--- config.mk ---
export PLATFORM = sky130hd
export DESIGN_NAME = meter_ctrl_flat
export DESIGN_NICKNAME = d
export VERILOG_FILES = /design/src/rtl/meter_pkg.sv /design/src/rtl/meter_if.sv /design/src/rtl/meter_hold_timer.sv /design/src/rtl/meter_ctrl.sv /design/src/flat_wrapper.sv
export SDC_FILE = /design/constraint.sdc
export NUM_CORES = 1
export LEC_CHECK = 0
export CORE_MARGIN = 2
export CORE_UTILIZATION = 54
export DETAILED_ROUTE_END_ITERATION = 12
export GPL_TIMING_DRIVEN = 0
export PLACE_DENSITY = 0.8
export SETUP_SLACK_MARGIN = 0.5
export SLEW_MARGIN = 20
export SYNTH_ARGS = -nofsm -noshare
export SYNTH_HDL_FRONTEND = slang
export SYNTH_SLANG_ARGS = --single-unit
--- constraint.sdc ---
create_clock -name clock -period 4.1 [get_ports clock]
set_clock_uncertainty 0.1 [all_clocks]
set_input_delay 0.82 -clock clock [delete_from_list [all_inputs] [get_ports clock]]
set_output_delay 0.82 -clock clock [all_outputs]
set_load 0.1 [all_outputs]
--- src/rtl/meter_pkg.sv ---
// Shared types, state encoding, default parameters and saturating helpers for the VU meter controller.
package meter_pkg;
  localparam int SAMPLE_W          = 8;
  localparam int DEF_DECAY_STEP    = 4;
  localparam int DEF_HOLD_TICKS    = 32;
  localparam int DEF_TIMEOUT_TICKS = 255;

  typedef logic [SAMPLE_W-1:0] sample_t;
  typedef logic [1:0]          state_t;

  localparam state_t ST_IDLE  = 2'd0;
  localparam state_t ST_RUN   = 2'd1;
  localparam state_t ST_STALE = 2'd2;

  function automatic sample_t sat_sub(input sample_t a, input sample_t b);
    return (a > b) ? sample_t'(a - b) : '0;
  endfunction

  function automatic sample_t max_s(input sample_t a, input sample_t b);
    return (a > b) ? a : b;
  endfunction
endpackage

--- src/rtl/meter_if.sv ---
// Sample/strobe inputs and display outputs of the meter controller, bundled for port hookup.
interface meter_if;
  import meter_pkg::*;

  logic    enable;
  sample_t data_in;
  logic    load;
  logic    error;
  logic    decay_tick;
  sample_t level;
  sample_t peak;
  logic    stale;
  sample_t err_count;

  modport master (
    output enable, data_in, load, error, decay_tick,
    input  level, peak, stale, err_count
  );

  modport slave (
    input  enable, data_in, load, error, decay_tick,
    output level, peak, stale, err_count
  );
endinterface

--- src/rtl/meter_hold_timer.sv ---
// Loadable down-counter with tick enable and zero flag; times the peak-hold interval.
module meter_hold_timer
  import meter_pkg::*;
(
  input  logic    clock,
  input  logic    reset,
  input  logic    load,
  input  sample_t load_val,
  input  logic    tick,
  output logic    zero
);
  sample_t count;

  always_ff @(posedge clock or negedge reset) begin
    if (!reset)
      count <= '0;
    else if (load)
      count <= load_val;
    else if (tick && count != '0)
      count <= count - 8'd1;
  end

  assign zero = (count == '0);
endmodule

--- src/rtl/meter_ctrl.sv ---
// VU meter level/peak controller: instant attack, timed release, peak hold and stale-link watchdog.
// Peak-hold marker is built only when PEAK_HOLD_EN is defined; otherwise peak mirrors level.
//
// state    | meaning
// ST_IDLE  | no valid byte since reset, never times out
// ST_RUN   | receiving; timeout counter runs on decay_tick
// ST_STALE | link timed out; release floor forced to 0
module meter_ctrl
  import meter_pkg::*;
#(
  parameter int DECAY_STEP    = DEF_DECAY_STEP,
  parameter int HOLD_TICKS    = DEF_HOLD_TICKS,
  parameter int TIMEOUT_TICKS = DEF_TIMEOUT_TICKS
) (
  input logic   clock,
  input logic   reset,
  meter_if.slave bus
);
  localparam sample_t DSTEP = 8'(DECAY_STEP);
  localparam sample_t TMAX  = 8'(TIMEOUT_TICKS);

  state_t  state, state_next;
  sample_t level, level_next, s, floor_v, tcnt, tcnt_next, err_count;
  logic    stale_q;
  logic    valid, bad, tick;

  assign valid = bus.enable & bus.load & ~bus.error;
  assign bad   = bus.enable & bus.load &  bus.error;
  assign tick  = bus.enable & bus.decay_tick;

  // A coincident valid byte becomes the release floor immediately.
  assign floor_v = valid ? bus.data_in : ((state == ST_STALE) ? '0 : s);

  always_comb begin
    level_next = level;
    if (valid && bus.data_in > level)
      level_next = bus.data_in;
    else if (tick)
      level_next = max_s(sat_sub(level, DSTEP), floor_v);
  end

  always_comb begin
    tcnt_next = tcnt;
    if (valid)
      tcnt_next = '0;
    else if (tick && state == ST_RUN && tcnt != TMAX)
      tcnt_next = tcnt + 8'd1;
  end

  always_comb begin
    state_next = state;
    case (state)
      ST_IDLE:  if (valid) state_next = ST_RUN;
      ST_RUN:   if (!valid && tcnt_next == TMAX) state_next = ST_STALE;
      ST_STALE: if (valid) state_next = ST_RUN;
      default:  state_next = ST_IDLE;
    endcase
  end

  always_ff @(posedge clock or negedge reset) begin
    if (!reset) begin
      state     <= ST_IDLE;
      stale_q   <= 1'b0;
      level     <= '0;
      s         <= '0;
      tcnt      <= '0;
      err_count <= '0;
    end else if (bus.enable) begin
      state   <= state_next;
      stale_q <= (state_next == ST_STALE);
      level   <= level_next;
      tcnt    <= tcnt_next;
      if (valid)
        s <= bus.data_in;
      else if (state == ST_STALE)
        s <= '0;
      if (bad && err_count != 8'hFF)
        err_count <= err_count + 8'd1;
    end
  end

`ifdef PEAK_HOLD_EN
  sample_t peak;
  logic    peak_load, hold_zero;

  assign peak_load = valid && (bus.data_in >= peak);

  meter_hold_timer u_hold (
    .clock    (clock),
    .reset    (reset),
    .load     (peak_load),
    .load_val (8'(HOLD_TICKS)),
    .tick     (tick),
    .zero     (hold_zero)
  );

  // Decay floor is the new level so the marker never sits below the bar.
  always_ff @(posedge clock or negedge reset) begin
    if (!reset)
      peak <= '0;
    else if (peak_load)
      peak <= bus.data_in;
    else if (tick && hold_zero)
      peak <= max_s(sat_sub(peak, DSTEP), level_next);
  end

  assign bus.peak = peak;
`else
  logic hold_unused;
  assign hold_unused = |8'(HOLD_TICKS);
  assign bus.peak    = level;
`endif

  assign bus.level     = level;
  assign bus.stale     = stale_q;
  assign bus.err_count = err_count;
endmodule

--- src/flat_wrapper.sv ---
// flat-port wrapper written by rule: the top's interface ports become plain ports
module meter_ctrl_flat import meter_pkg::*;
#(
  parameter int DECAY_STEP    = DEF_DECAY_STEP,
  parameter int HOLD_TICKS    = DEF_HOLD_TICKS,
  parameter int TIMEOUT_TICKS = DEF_TIMEOUT_TICKS
)
  (clock, reset, bus_enable, bus_data_in, bus_load, bus_error, bus_decay_tick, bus_level, bus_peak, bus_stale, bus_err_count);
  meter_if bus_i ();
  input logic clock;
  input logic reset;
  input wire logic [$bits(bus_i.enable)-1:0] bus_enable;
  input wire logic [$bits(bus_i.data_in)-1:0] bus_data_in;
  input wire logic [$bits(bus_i.load)-1:0] bus_load;
  input wire logic [$bits(bus_i.error)-1:0] bus_error;
  input wire logic [$bits(bus_i.decay_tick)-1:0] bus_decay_tick;
  output wire logic [$bits(bus_i.level)-1:0] bus_level;
  output wire logic [$bits(bus_i.peak)-1:0] bus_peak;
  output wire logic [$bits(bus_i.stale)-1:0] bus_stale;
  output wire logic [$bits(bus_i.err_count)-1:0] bus_err_count;
  assign bus_i.enable = bus_enable;
  assign bus_i.data_in = bus_data_in;
  assign bus_i.load = bus_load;
  assign bus_i.error = bus_error;
  assign bus_i.decay_tick = bus_decay_tick;
  assign bus_level = bus_i.level;
  assign bus_peak = bus_i.peak;
  assign bus_stale = bus_i.stale;
  assign bus_err_count = bus_i.err_count;
  meter_ctrl #(.DECAY_STEP(DECAY_STEP), .HOLD_TICKS(HOLD_TICKS), .TIMEOUT_TICKS(TIMEOUT_TICKS)) u_core (.clock(clock), .reset(reset), .bus(bus_i));
endmodule
* Yosys cells after proc, flatten, opt, wreduce, memory -nomap -nowiden
Index checks and enable logic that the tools add are counted.
** Operators by class
- $add $sub $neg :: 3
- Order comparisons :: 3
- Equal/unequal tests :: 6
- Muxes and demuxes :: 11
- Bitwise logic cells :: 5
- Reductions and logical operators :: 11
** Operators by type and width (count)
- 2-to-1 mux 8 bit :: 8
- adder 8 x 1 -> 8 bit, second input constant :: 2
- > comparator 8 bit :: 2
- inequality test 8 bit, second input constant :: 2
- equality test 8 bit, second input constant :: 1
- > comparator 8 x 3 -> 1 bit, second input constant :: 1
- subtractor 8 x 3 -> 8 bit, second input constant :: 1
- logical AND 1 bit :: 5
- AND 1 bit :: 4
- equality test 2 bit, second input constant :: 2
- 2-to-1 mux 2 bit :: 2
- case mux 2 bit (2 select lines) :: 1
- AND reduction 2 bit :: 2
- equality test 2 x 1 -> 1 bit, second input constant :: 1
- logical NOT 2 bit :: 1
- nonzero test 2 bit :: 1
- OR reduction 2 bit :: 1
- logical NOT 1 bit :: 1
- NOT 1 bit :: 1
** Word-level totals
- Register bits :: 35
- Bits of input ports :: 14
- Output and inout port bits :: 25
- Logic and storage cells :: 45

* Depth between registers and ports, before layout
Gate-level depths: netlist (run 1).
- Depth in word-level cells :: 10
- Mapped depth :: 13
- Mapped depth without buffers :: 13

* Worst setup path after synthesis (run 1)
No wires, ideal clock.
- Path type :: reg-to-reg
- Start :: register u_core.level[2] (netlist: u_core.bus.level[2])
- End :: register u_core.level[6] (netlist: u_core.bus.level[6])
- Library setup time :: 79 ps
- Arrival time :: 3572 ps
- Required time :: 3921 ps
- Slack :: 349 ps
- Cell stages (with the launch flop) :: 13
- Path buffers :: 0
- Period minus slack after synthesis :: 3751 ps
- Path through :: dfrtp_1 -> inv_1 -> ha_1 -> a21oi_1 -> nor3_1 -> or2_2 -> inv_1 -> ha_1 -> a21oi_1 -> o21ai_0 -> o22ai_1 -> mux2_2 -> a21oi_1
** Between the ends
- Longest elaborated chain between the ends :: 6
- Elaborated cells on any way between the ends :: 11
- Classes of those cells :: add/sub: 1; order compare: 3; mux: 4; reduce/logical: 3
** Ends and longest elaborated chain
- start, declared :: RTL line meter_ctrl.sv:23 : sample_t level, level_next, s, floor_v, tcnt, tcnt_next, err_count;
- start signal, assigned :: RTL line meter_ctrl.sv:71 : level <= level_next;
- subtractor 8 x 3 -> 8 bit / > comparator 8 x 3 -> 1 bit (equally long branches) :: RTL line meter_pkg.sv:16 : return (a > b) ? sample_t'(a - b) : '0;
- 2-to-1 mux 8 bit :: RTL line meter_pkg.sv:16
- > comparator 8 bit :: RTL line meter_pkg.sv:20 : return (a > b) ? a : b;
- 2-to-1 mux 8 bit :: RTL line meter_pkg.sv:20
- 2-to-1 mux 8 bit :: RTL line meter_ctrl.sv:38 : else if (tick)
- 2-to-1 mux 8 bit :: RTL line meter_ctrl.sv:36 : if (valid && bus.data_in > level)
Several ways; a longest one is shown, not always the timed one. The select of a mux whose other input is x is not followed.
A chain may end at the register's enable or synchronous reset.

* Final worst setup path (run 1)
- Start :: input port bus_enable
- End :: register u_core.level[1] (netlist: u_core.bus.level[1])
** Between the ends
- Longest elaborated chain between the ends :: 7
- Elaborated cells on any way between the ends :: 11
- Classes of those cells :: order compare: 1; mux: 4; bitwise: 3; reduce/logical: 3
** Ends and longest elaborated chain
- start, declared :: RTL line flat_wrapper.sv:12 : input wire logic [$bits(bus_i.enable)-1:0] bus_enable;
- AND 1 bit (2 in series) :: RTL line meter_ctrl.sv:27 : assign valid = bus.enable & bus.load & ~bus.error;
- 2-to-1 mux 8 bit :: RTL line meter_ctrl.sv:32 : assign floor_v = valid ? bus.data_in : ((state == ST_STALE) ? '0 : s);
- > comparator 8 bit :: RTL line meter_pkg.sv:20
- 2-to-1 mux 8 bit :: RTL line meter_pkg.sv:20
- 2-to-1 mux 8 bit :: RTL line meter_ctrl.sv:38
- 2-to-1 mux 8 bit :: RTL line meter_ctrl.sv:36
Several ways; a longest one is shown, not always the timed one. The select of a mux whose other input is x is not followed.

==> results of run 1 <==
-- metrics by stage --
stage	setup slack, ps	hold slack [ps]	instances
5_1_grt	513	264	371
3_3_place_gp	-211	387	359
2_1_floorplan	691	382	269
6_report	649	268	371
4_1_cts	538	270	369
3_5_place_dp	-297	388	360
-- cells by family after synthesis --
kind of cell	count (synthesis)	share of synthesized area, %
AOI/OAI and AO/OA	66	16.5
xor gates and xnor gates	11	4.06
adders and majority gates	20	10.5
buffers and inverters	37	7.43
DFF	35	36.9
muxes	9	3.90
and+or+nand+nor	91	20.7
-- final cells by class --
type / count / area share, %
buffer: 15 / 3.50
clock buffer: 6 / 2.71
clock inverter: 2 / 1.27
inverter: 22 / 2.71
multi-input combinational: 197 / 44.7
sequential: 35 / 28.9
tap: 52 / 2.14
timing repair buffer: 42 / 14.1
-- power breakdown --
part / switching, uW / leakage [uW] / internal (uW) / total (uW)
registers: 115 / 0.000419 / 435 / 550
logic: 1140 / 0.000894 / 535 / 1680
clock network: 129 / 0.0000618 / 200 / 329
total: 1390 / 0.00137 / 1170 / 2560
-- path summary, 6_finish.rpt --
| path | startpoint | end | slack [ps] | depth (start not counted) |
|---|---|---|---|---|
| max reg2reg | u_core.bus.level[3] | u_core.bus.level[1] | 850 | 13 |
| max in group asynchronous | reset | u_core.tcnt[2] | 3240 | 2 |
| min in group clock | u_core.bus.err_count[5] | u_core.bus.err_count[5] | 400 | 1 |
| min reg2reg | u_core.bus.err_count[5] | u_core.bus.err_count[5] | 400 | 1 |
| max | bus_enable | u_core.bus.level[1] | 650 | 14 |
| min | reset | u_core.s[0] | 270 | 1 |
-- sequential cells by signal, indices dropped and copies added (netlist names) --
signal and cells:
u_core.state 2, u_core.bus.stale 1, u_core.bus.level 8, u_core.s 8, u_core.bus.err_count 8, u_core.tcnt 8
-- cell usage in the layout (no fill, tap or decap), types with 3 or more instances in the layout --
cell type	instances
a21oi_1	30
and3_1	14
buf_4	10
clkbuf_1	3
clkbuf_8	6
clkdlybuf4s50_1	37
dfrtp_1	33
ha_1	20
inv_1	22
mux2i_1	6
nand2_1	14
nand3_1	12
nand3b_1	3
nand4_1	5
nor2_1	23
nor2b_1	3
nor3_1	3
o211ai_1	3
o21ai_0	9
o22ai_1	8
xnor2_1	8
xor2_1	3
-- routing by layer --
layer  routed length [um]  track usage (%)  up-vias
li1                     -                -     1057
met1                 2520             33.2     1008
met2                 2610             36.8       73
met3                  319             5.63       12
met4                  121             9.19        0
met5                    0                0        -
-- what timing repair did --
| item | 4_1_cts | 5_1_grt |
|---|---|---|
| setup buffers | 1 | 2 |
| setup endpoints to repair | 8 | 7 |
| pin swaps | 1 | 1 |
| hold buffers | 0 | 0 |
| resized for setup | 4 | 12 |
==> summary.md, run 1 <==
| Metric | Value |
|---|---|
| Result of the run | complete, no violations |
| Primary FF master, synth | dfrtp_1 |
| Peak supply drop | 0.000555 V |
| GRT Total Usage | 24.1% |
| Final total power | 2560 uW |
| Worst-Margin Slew | 971 ps |
| Global-route wire length before repair | 9500 um |
| Count leader, synth | dfrtp_1 |
| Vias | 2150 |
| Largest net degree at the start of global routing | 30 |
| Max Cap Viol | 0 |
| EDFF count, synth | 0 |
| H-Tree Level Count | 2 |
| Final WL | 5570 um |
| Pleak | 0.00137 uW |
| Total area of sequential cells | 878 sq um |
| Slew headroom | 35.1% |
| Die Span X | 70.3 um |
| P&R area growth vs syn | 28.1% |
| Vias in the first global route | 2017 |
| Share of Yosys cell area claimed by the top area cell type | 36.9% |
| Setup TNS Final | 0 ps |
| Yosys Warn Count | 0 |
| Crit path kind | input pin to register |
| Count of buffer and inverter cells on the critical path | 4 |
| Worst path slowest cell | clkdlybuf4s50_1 |
| Worst-Skew Late Latency | 290 ps |
| IO buf count | 38 |
| Detailed Routing Iterations Pass 1 | 4 |
| Post-synth ARST share | 100% |
| Startpoint types | input pin |
| Mapped Cells | 269 |
| Number of top-level pins | 39 |
| Die area | 4940 sq um |
| Peak Freq | 290 MHz |
| Worst-path clk slew | 70 ps |
| Per-cell routed wire length | 15.0 um |
| CP peak stage delay | 490 ps |
| Tcrit/Tclk final | 84.2% |
| Root Buffer | clkbuf_8 |
| # nets final | 352 |
| Top fanout value on the critical path | 10 |
| Initial Util | 55.3% |
| Placed wire-length estimate | 4260 um |
| Setup violations, final | 0 |
| Initial DRC Count | 204 |
| CTS tree | built |
| Routability cong. | 0.922 |
| Design area | 3040 sq um |
| DRC | 0 |
| Final Hold Viols | 0 |
| Total CTS buffers | 5 |
| Slew Viols, Final | 0 |
| DR vias/cell | 5.80 |
| Multi-input gate area | 1360 sq um |
| Clk buf depth | 2 |
| RSZ-0062 raised after global routing | false |
| WP data arrival | 3510 ps |
| Core area | 4290 sq um |
| Mapped Area | 2370 sq um |
| CP required | 4150 ps |
| Crit-path cells | clkdlybuf4s50_1, buf_6, nand3b_1, clkbuf_4, and3_1, a21oi_4, ha_1, nor2b_1, o211ai_1, a21oi_2, o22ai_4, buf_12, mux2i_1, a21oi_1 |
| Share of cells above drive strength 1 | 12.2% |
| Post-DRT Antenna Nets | 0 |
| FF+latch count, synth | 35 |
| HP Class | input pin to asynchronous set/reset pin |
| Crit path time final | 3450 ps |
| Seq/Total Area, Yosys | 36.9% |
| Clk sinks | 35 |
| Top post-synthesis cells by count | dfrtp_1 (35), a21oi_1 (33), nor2_1 (23) |
| Area leader, netlist | dfrtp_1 |
| Top delay family on crit path | buffers and inverters |
| Mean Syn Cell Area | 8.83 sq um |
| Final Core Density | 70.9% |
| Synth top area cells | dfrtp_1 (37%), ha_1 (11%), a21oi_1 (7.0%), and3_1 (3.7%), nor2_1 (3.6%) |
| Ant diodes | 0 |
| Total gr overflow | 0 |
| Power density cells | 840 nW/um^2 |
| # fillers | 352 |
| Row Count | 24 |
| DIE HEIGHT | 70.3 um |
| Unique masters post-synth | 41 |
| Syn nets | 303 |
| Worst Setup End Kind | register |
| Initial antenna violation count | 0 |
| Placed inst area | 2840 sq um |
(Power assumes the default switching activity.)
==> run 2: changes to the inputs <==
CORE_UTILIZATION = 48   (was 54)
PLACE_DENSITY = 0.75   (was 0.8)
clock period = 3.1 ns   (was 4.1 ns; I/O delays follow)
==> run 2 against run 1 <==
Against the previous run: first-iteration DRC count is 20% higher; final cell count is 8.1% higher; worst setup slack worse by 410 ps; sequential power is 39% higher.
==> summary.md, run 2 (synthesis gave the netlist of run 1 again) <==
| Metric | Value |
|---|---|
| # nets final | 367 (+4.3%) |
| Vias | 2250 (+4.7%) |
| Final total power | 3660 uW (+43%) |
| Crit path time final | 2860 ps |
| CP required | 3230 ps (-920 ps) |
| Worst-Margin Slew | 975 ps (+4.26 ps) |
| Clk buf depth | 2 (unchanged) |
| CTS tree | built |
| Initial Util | 49.9% (-5.4 points) |
| DIE HEIGHT | 74.3 um (+5.7%) |
| Tcrit/Tclk final | 92.2% |
| Placed inst area | 3010 sq um (+5.7%) |
| WP data arrival | 2980 ps (-530 ps) |
| IO buf count | 38 (unchanged) |
| Global-route wire length before repair | 10200 um (+7.7%) |
| Initial antenna violation count | 0 (unchanged) |
| Largest net degree at the start of global routing | 26 (-13%) |
| Setup violations, final | 0 (unchanged) |
| Root Buffer | clkbuf_8 |
| CTS Hold Buffers Added | 0 (unchanged) |
| Power density cells | 1090 nW/um^2 (+29%) |
| Startpoint types | input pin |
| Share of cells above drive strength 1 | 26.3% (+14 points) |
| Total CTS buffers | 5 (unchanged) |
| Die area | 5530 sq um (+12%) |
| DR WL met2 | 3040 um (+16%) |
| Peak supply drop | 0.00115 V (+110%) |
| Per-cell routed wire length | 15.5 um (+3.4%) |
| Metal3 WL | 287 um (-10%) |
| Vias in the first global route | 2112 (+4.7%) |
| Die Span X | 74.3 um (+5.7%) |
| Worst Setup End Kind | register |
| Top fanout value on the critical path | 7 (-3) |
| Top Metal Used | met4 |
| Total gr overflow | 0 (unchanged) |
| Pleak | 0.00155 uW (+13%) |
| Peak Freq | 350 MHz |
| Row Count | 25 (+4.2%) |
| Final Hold Viols | 0 (unchanged) |
| Core area | 4750 sq um (+11%) |
| Slew Viols, Final | 0 (unchanged) |
| DR vias/cell | 5.61 (-3.2%) |
| Worst-path clk slew | 80 ps (about the same) |
| Final WL | 6230 um (+12%) |
| Number of top-level pins | 39 (unchanged) |
| Routability cong. | 0.841 (-8.8%) |
| Post-DRT Antenna Nets | 0 (unchanged) |
| Clk sinks | 35 (unchanged) |
| Ant diodes | 0 (unchanged) |
| Detailed Routing Iterations Pass 1 | 5 (+1) |
| DRC | 0 (unchanged) |
| H-Tree Level Count | 2 (unchanged) |
| Crit path kind | input pin to register |
| Initial DRC Count | 245 (+20%) |
| Design area | 3370 sq um (+11%) |
| Slew headroom | 34.8% (-0.29 points) |
| Most common cell after layout, fill and taps aside | dfrtp_1 |
| RSZ-0062 raised after global routing | true |
| Met1 WL | 2810 um (+12%) |
| Placed wire-length estimate | 4280 um (+0.37%) |
| Most frequent cells in the layout | dfrtp_1 (27), a21oi_1 (23), buf_4 (23), nor2_1 (20), inv_1 (17) |
| GRT Total Usage | 24.3% (+0.25 points) |
| Worst-Skew Late Latency | 290 ps (about the same) |
| Result of the run | complete, no violations |
| Max Cap Viol | 0 (unchanged) |
| HP Class | input pin to asynchronous set/reset pin |
| P&R area growth vs syn | 41.9% |
[run 2: worst max-delay path, stage by stage]
cell and delay (ps):
clkdlybuf4s15_2 200, and3b_1 190, clkbuf_8 150, clkbuf_16 160, a21oi_4 150, ha_4 220, nor2b_1 130, o211ai_1 270
a21oi_2 120, o22ai_4 200, buf_12 140, mux2_4 290, a21oi_2 120
[run 2: area by class of cell]
class                      count  area [sq um]
buffer                        15           140
inverter                      22          90.1
tap                           67          83.8
clock inverter                 2          60.1
fill                         371          1380
sequential                    35           901
clock buffer                   6          72.6
timing repair buffer          57           532
multi-input combinational    197          1490
[run 2: stage by stage]
stage          instances  setup slack [ps]  setup TNS, ps  hold slack (ps)  util, %
3_5_place_dp         375              -524          -3860              387     63.2
4_1_cts              399               329              0              105     70.4
3_3_place_gp         374              -488          -3640              390     62.9
2_1_floorplan        269               272              0              224        -
5_1_grt              401               164              0              122     70.9
6_report             401               242              0             99.2     70.9
[run 2: routing by layer]
metal  vias to the layer above  GRT usage, %
met3                         9          3.39
met1                      1087          34.2
li1                       1092             -
met5                         -             0
met4                         0          7.14
met2                        62          39.5
[run 2: timing repair]
item	in CTS	in global routing
endpoints found under the setup margin	26	14
setup buffers	16	2
gates resized for setup	43	9
pin swaps	13	8
hold endpoints to repair	0	0
[run 2: power by group]
part,switching (uW),internal (uW)
Combinational,1600,793
Clock,180,322
Sequential,163,601
[run 2: final timing paths]
path | end | slack (ps) | depth (start not counted) | from
worst max-delay path | u_core.bus.level[7] | 240 | 13 | bus_load
worst min-delay path | u_core.bus.level[5] | 100 | 1 | reset
worst max register to register | u_core.bus.level[7] | 260 | 13 | u_core.bus.level[2]
worst min register to register | u_core.bus.err_count[5] | 400 | 1 | u_core.bus.err_count[5]
max in group asynchronous | u_core.bus.level[7] | 2360 | 2 | reset
min in group clock | u_core.bus.err_count[5] | 400 | 1 | u_core.bus.err_count[5]
==> edit: new RTL, settings of run 2 <==
`SAMPLE_W`: 8 -> 10.
--- a/src/rtl/meter_pkg.sv
+++ b/src/rtl/meter_pkg.sv
@@ -1,6 +1,6 @@
 // Shared types, state encoding, default parameters and saturating helpers for the VU meter controller.
 package meter_pkg;
-  localparam int SAMPLE_W          = 8;
+  localparam int SAMPLE_W          = 10;
   localparam int DEF_DECAY_STEP    = 4;
   localparam int DEF_HOLD_TICKS    = 32;
   localparam int DEF_TIMEOUT_TICKS = 255;
Interface: changed (resized bus_data_in, bus_err_count, bus_level and bus_peak); port bits go from 39 to 47. The function was not compared with the original's and may differ.
==> edit against run 2 <==
- the run now ends with negative setup slack left
- design area is 30% higher
- setup slack worse by 680 ps
- area after synthesis rose by 28%
- worst hold slack got worse by 7.7 ps
- sequential cell count grew 8
- maximum frequency decreased by 19%
- wire length grew 50%
- combinational power is 38% higher
- die area grew 26%
- total power increased by 25%
- largest cell class unchanged
- highest routed layer unchanged
==> edit: results (changes against run 2) <==
[outcome]
status=finished, violations left
violations=negative setup slack

[grt]
grtUsageMet3_pct=4.45  ; +1.1 points
grt_max_degree=33  ; +27%
grt_pass1_wl_mm=14.3  ; +40%
use_met1_pct=35.2  ; +0.96 points
grt_usage_pct=24.7  ; +0.38 points
met2_usage_pct=39.3  ; -0.19 points

[drt]
met3WireLength_um=640  ; +120%
dr_total_vias=3148  ; +40%
wl_met1_mm=3.90  ; +39%
met2_length_mm=4.39  ; +44%
dr.pass1.iters=4  ; -1
avgRoutedWirePerCell_um=18.8  ; +21%

[synth]
synth_cell_types=53  ; +29%
synth_area_leaders=dfrtp_1 35%, ha_1 9.9%, nor2_1 4.9%
synth_mux_area_share_pct=2.02  ; -1.9 points

[floorplanning]
core_area_um2=6030  ; +27%

[setup_path]
crit_path_max_incr_delay_ps=590  ; +300 ps
path_delay_family=simple AND/OR/NAND/NOR gates

[finish]
syn2layout_area_growth_pct=44.7
buffers=95  ; +32%
layout.nets=460  ; +25%
buf_share_pct=19.1  ; -0.80 points
layout-drive-gt1-share_pct=29.9  ; +3.6 points

[timing]
final-setup-viol-count=10  ; +10
worst_hold_slack_ps=91.5  ; -7.69 ps
fin_tns_setup_ps=-3970  ; -3970 ps
finalWorstSetupSlack_ps=-438  ; -680 ps

[power]
p_leak_nw=1.92  ; +24%

[cts]
cts.repair.resized=81  ; +88%

[place]
postPlaceCellArea_um2=3650  ; +22%

-- edit: changes by cell type after synthesis, sizes merged, moves of 5 or more --
cell    change
nor2       +17
dfrtp       +8
a21oi       -6
xnor2       +5
o22ai       -8
o31ai      +12
o21ai      +11
a221oi     +10
buf         +5
-- edit: worst max-delay path by stage --
stage / startpoint / end / slack [ps] / cells after the start
floorplan: u_core.bus.level[7] / u_core.bus.level[6] / -260 / 10
global placement: bus_enable / u_core.bus.level[4] / -950 / 12
detailed placement: bus_enable / u_core.bus.level[4] / -1010 / 13
CTS: u_core.bus.level[6] / u_core.bus.level[7] / -330 / 12
global route: bus_load / u_core.bus.level[6] / -540 / 13
finish: u_core.bus.level[7] / u_core.bus.level[5] / -440 / 13
-- edit: report_power, final --
part           switching, mW  internal, mW
combinational           2.21          1.09
sequential             0.183         0.714
clock                  0.208         0.158
